File: src/rtl/parity_using_assign_core.sv
`default_nettype none
// ============================================================================
// Module   : parity_using_assign_core
// Function : Combinational parity generator with registered, valid-qualified
//            parity, received-parity mismatch flag and saturating error count.
// Revision : 1.0 - initial release
// ============================================================================
module parity_using_assign_core #(
    parameter int WIDTH = 8,
    parameter int ODD   = 0,
    parameter int CNT_W = 16
) (
    input  logic             clk,
    input  logic             rst_n,
    input  logic [WIDTH-1:0] data_in,
    output logic             parity_out,
    input  logic             in_valid,
    input  logic             parity_in,
    input  logic             clr_count,
    output logic             parity_q,
    output logic             out_valid,
    output logic             err,
    output logic [CNT_W-1:0] err_count
);

    localparam logic             c_odd     = (ODD != 0);
    localparam logic [CNT_W-1:0] c_cnt_max = '1;

    logic             w_mismatch;
    logic             r_parity_q;
    logic             r_out_valid;
    logic             r_err;
    logic [CNT_W-1:0] r_err_count;

    // Plain reduction XOR so X/Z on any data bit reaches the output unmasked.
    assign parity_out = (^data_in) ^ c_odd;
    assign w_mismatch = parity_out ^ parity_in;

    always_ff @(posedge clk or negedge rst_n) begin
        if (!rst_n) begin
            r_parity_q  <= 1'b0;
            r_out_valid <= 1'b0;
            r_err       <= 1'b0;
        end else begin
            r_out_valid <= in_valid;
            r_err       <= in_valid & w_mismatch;
            if (in_valid) begin
                r_parity_q <= parity_out;
            end
        end
    end

    // Clear wins over a coincident increment; the count sticks at all-ones.
    always_ff @(posedge clk or negedge rst_n) begin
        if (!rst_n) begin
            r_err_count <= '0;
        end else if (clr_count) begin
            r_err_count <= '0;
        end else if (in_valid && w_mismatch && (r_err_count != c_cnt_max)) begin
            r_err_count <= r_err_count + 1'b1;
        end
    end

    assign parity_q  = r_parity_q;
    assign out_valid = r_out_valid;
    assign err       = r_err;
    assign err_count = r_err_count;

endmodule
`default_nettype wire

File: config.mk
export PLATFORM = sky130hd
export DESIGN_NAME = parity_using_assign_core
export DESIGN_NICKNAME = d
export VERILOG_FILES = /design/src/rtl/parity_using_assign_core.sv
export SDC_FILE = /design/constraint.sdc
export NUM_CORES = 1
export LEC_CHECK = 0
export BUFFER_PORTS_ARGS = -buffer_cell sky130_fd_sc_hd__buf_2
export CORE_ASPECT_RATIO = 1.75
export CORE_UTILIZATION = 35
export DETAILED_ROUTE_END_ITERATION = 6
export PLACE_DENSITY = 0.59
export SLEW_MARGIN = 10
export SYNTH_ARGS = -nofsm -noshare
export SYNTH_HDL_FRONTEND = slang
export SYNTH_SLANG_ARGS = --single-unit
File: constraint.sdc
create_clock -name clk -period 5.4 [get_ports clk]
set_input_delay 1.08 -clock clk [delete_from_list [all_inputs] [get_ports clk]]
set_output_delay 1.08 -clock clk [all_outputs]
set_load 0.05 [all_outputs]
# Word-level counts from Yosys, hierarchy flattened
# Cells that the tools add are included.
[totals] ff_bits=19 latchBits=0 ramBits=0 romBits=0 inputBits=13 output_inout_bits=20 memories=0
[classes] addsub=1 mul=0 n_div=0 n_lt_le_gt_ge=0 eq_ne=1 n_shift=0 n_mux=2 bitwise_logic=2 reduce_logical=4
[op_table] op="16-bit 2-to-1 mux" count=2
[op_table] op="16-bit by 1-bit adder with 16-bit output (second input constant)" count=1
[op_table] op="16-bit inequality test (second input constant)" count=1
[op_table] op="8-bit XOR reduction" count=1
[op_table] op="1-bit logical AND" count=2
[op_table] op="2-bit nonzero test" count=1
[op_table] op="1-bit AND" count=1
[op_table] op="1-bit bitwise XOR" count=1

# Longest topological paths before layout
[logic_depth] depth_word=6 depth_mapped=7

# Worst setup path before layout
# Ideal clock, no wire load.
[synth_path] kind="input port to output port" start="input port data_in[6]" end="output port parity_out" arrival_time_ps=2280 path_slack_ps=2040 path_stages=3 cell_sequence="xnor2_1 > xnor2_1 > xor2_1"
[synth_via] elab_chain_cells=1
[synth_rtl] item="from (decl)" line_no="15" source="input logic [WIDTH-1:0] data_in,"
[synth_rtl] item="8-bit XOR reduction" line_no="36" source="assign parity_out = (^data_in) ^ c_odd;"
[synth_rtl] item="to (decl)" line_no="16" source="output logic parity_out,"
# Every way passes these cells.

# Final worst setup path
[layout_path] start="input port data_in[7]" end="output port parity_out"
# Same word-level chain as after synthesis.

==> results.yml <==
status:
  status: "finished, final reports clean"
flow_run:
  max-cap-violations: 0
layout:
  layout-area-overhead-vs-synth_pct: 21.3
  fin_nets: 149
  antenna_cells: 0
  finalNonFillerCells: 161
  most_frequent_cells_in_the_layout: "buf_2, dfrtp_1, nor2_1, xor2_1"
  mostFrequentLayoutCell: "buf_2"
  post_route_cells_drive_above_1_share_pct: 29.1
worst_setup_path:
  timing.critical_path.to: "parity_out"
  r2r_slack_ns: 3.28
  setup.worst_path.start: "data_in[7]"
  worst_r2r_endpoint: "err_count[13]$_DFFE_PN0P_"
  worstRegToRegCells: 7
  r2r-start: "err_count[0]$_DFFE_PN0P_"
  cp.required_ns: 4.32
  cp_data_arrival_time_ns: 2.09
  critPathCaptureType: "primary output"
  setup.worst_path.class: "input port to primary output"
  critical_path_peak_fanout: 2
  cp-start-kind: "input port"
clock_network:
  clkLatencyLatePin_ns: 0.25
  post_cts_resized: 0
  ctsHoldBuffers: 0
  ctsLongestPathBuffers: 2
  clock_sinks: 19
  clkSlewWorstSetupHoldPaths_ns: 0.07
  clock-root-buffer: "clkbuf_8"
  ctsHtreeMaxLevel: 1
  post-cts-setup-buffers: 0
  cts_tree: "yes"
  numCtsBuffers: 3
sta:
  worst_slew_pin_slew_ns: 0.449
  post-route-period-util_pct: 58.7
  grt_setup_unrepaired: "false"
  period_needed_ns: 3.17
  totalNegativeSetupSlack_ns: 0
  max_freq_ghz: 0.316
  finalSetupViolations: 0
  final_hold_violation_count: 0
  setup_skew_after_layout_ns: 0.00113
  maxSlewHeadroom_pct: 69.6
  report.final.slew_viol_count: 0
synth:
  synth_ff_type: "dfrtp_1"
  synth.area.top_cells: "dfrtp_1, xor2_1, and3_1, nand4_1, nor2_1"
  synthDistinctLibCells: 25
  ys_seq_area_share_pct: 45.9
  syn-num-nets: 116
  synthDominantAreaCellType: "dfrtp_1"
  ys_seq_elements: 19
  netlist.area_leader.share_pct: 45.9
  synth_area_um2: 1040
  synth-edff-count: 0
  synth_warnings: 0
  postSynth.asyncResetShare_pct: 100
  syn-mean-instance-area_um2: 10.2
  synthCells: 102
global_route:
  via_count_of_the_first_global_routing_pass: 882
  antenna_found_initial: 0
  grt.overflow.total: 0
  overall_track_demand_over_capacity_in_global_routing_pct: 15.2
  maximum_number_of_pins_on_one_net_before_global_route_repair: 20
  grt_pass1_wl_um: 3750
die:
  io-pin-count: 33
  initial_utilization_pct: 37.6
  floorplan.core_area_um2: 2750
  die-height_um: 74.0
  row_count: 25
  chipWidth_um: 43.1
  die_area_um2: 3190
detailed_routing:
  dr_total_vias: 855
  drt_pass1_iterations: 4
  postRouteWirelength_um: 2190
  detailedRoute.firstIterationViolations: 5
  drc_errors: 0
  route.detailed.wl_per_inst_um: 13.6
  post_drt_via_cell_ratio: 5.31
  postRouteAntennaNets: 0
power_and_ir_drop:
  power_density_nw_per_um2: 292
  total_leakage_power_nw: 0.650
  vdd_drop_max_mv: 0.259
hold_path:
  timing.hold.worst.start: "parity_q$_DFFE_PN0P_"
  min-delay-path-class: "flop to flop"
place:
  detailed_place_hpwl_um: 1620
  port-buffer-count: 32
  numPlacedInstances: 157
  globalplace.congestion: 0.728
-- logic make-up (layout without fill, tap and decap cells) --
group	count (synthesis)	after routing	share of synthesized area, %
xor gates and xnor gates	19	19	17.6
and+or+nand+nor	49	49	26.7
AOI/OAI and AO/OA	6	6	3.26
DFF	19	19	45.9
muxes	3	3	3.14
buffers and inverters	5	37	2.17
adders and majority gates	1	1	1.21
-- how the worst min path moves through the flow --
stage	end	depth (start not counted)
final	parity_q$_DFFE_PN0P_	1
after CTS	parity_q$_DFFE_PN0P_	1
after detailed placement	parity_q$_DFFE_PN0P_	1
after global placement	parity_q$_DFFE_PN0P_	1
after floorplan	err$_DFF_PN0_	0
after global routing	parity_q$_DFFE_PN0P_	1
-- Yosys cell counts (all sizes together) (3+ instances only) --
master	number
a21oi	3
xor2	12
and3	10
dfrtp	19
xnor2	6
nand2	3
nand4	11
nor2	14
-- flip-flops by register name, indices dropped and copies added (netlist names) --
signal,cells
err,1
parity_q,1
out_valid,1
err_count,16
-- per-layer routing --
layer  track usage, %  up-vias  part of all wire, %
met4             7.07        0                  1.6
met3             1.46        4                  4.4
met5                0        -                    0
met2             27.4       26                   51
met1             17.8      404                   43
li1                 -      421                    -
-- metrics by stage --
step                      total power [mW]  setup WS [ns]  hold slack [ns]  cell area, µm²  utilization, %
after floorplan                      0.248           2.04            0.784            1040               -
after global placement               0.270           2.26            0.495            1210            44.0
after detailed placement             0.274           2.23            0.522            1210            44.0
after CTS                            0.373           2.22            0.538            1260            45.6
after global routing                 0.386           2.19            0.548            1260            45.6
final                                0.367           2.23            0.524            1260            45.6
-- power by group --
group	switching [mW]	internal [mW]	total, mW
Sequential	0.00547	0.151	0.157
Clock	0.0457	0.0524	0.0982
Combinational	0.0813	0.0312	0.112
Total	0.133	0.235	0.367
-- worst max-delay path, cell delays in order --
cell and delay, ns:
buf_2 0.10, xnor2_1 0.12, xnor2_1 0.29, xor2_1 0.20
buf_2 0.29
-- layout make-up --
| class | count | area (µm²) |
|---|---|---|
| clock buffer | 4 | 45.0 |
| sequential | 19 | 475 |
| timing repair buffer | 32 | 160 |
| inverter | 1 | 3.75 |
| fill | 276 | 1500 |
| multi-input combinational | 78 | 538 |
| tap | 27 | 33.8 |
Note: power is estimated with default switching activity, not from simulation.
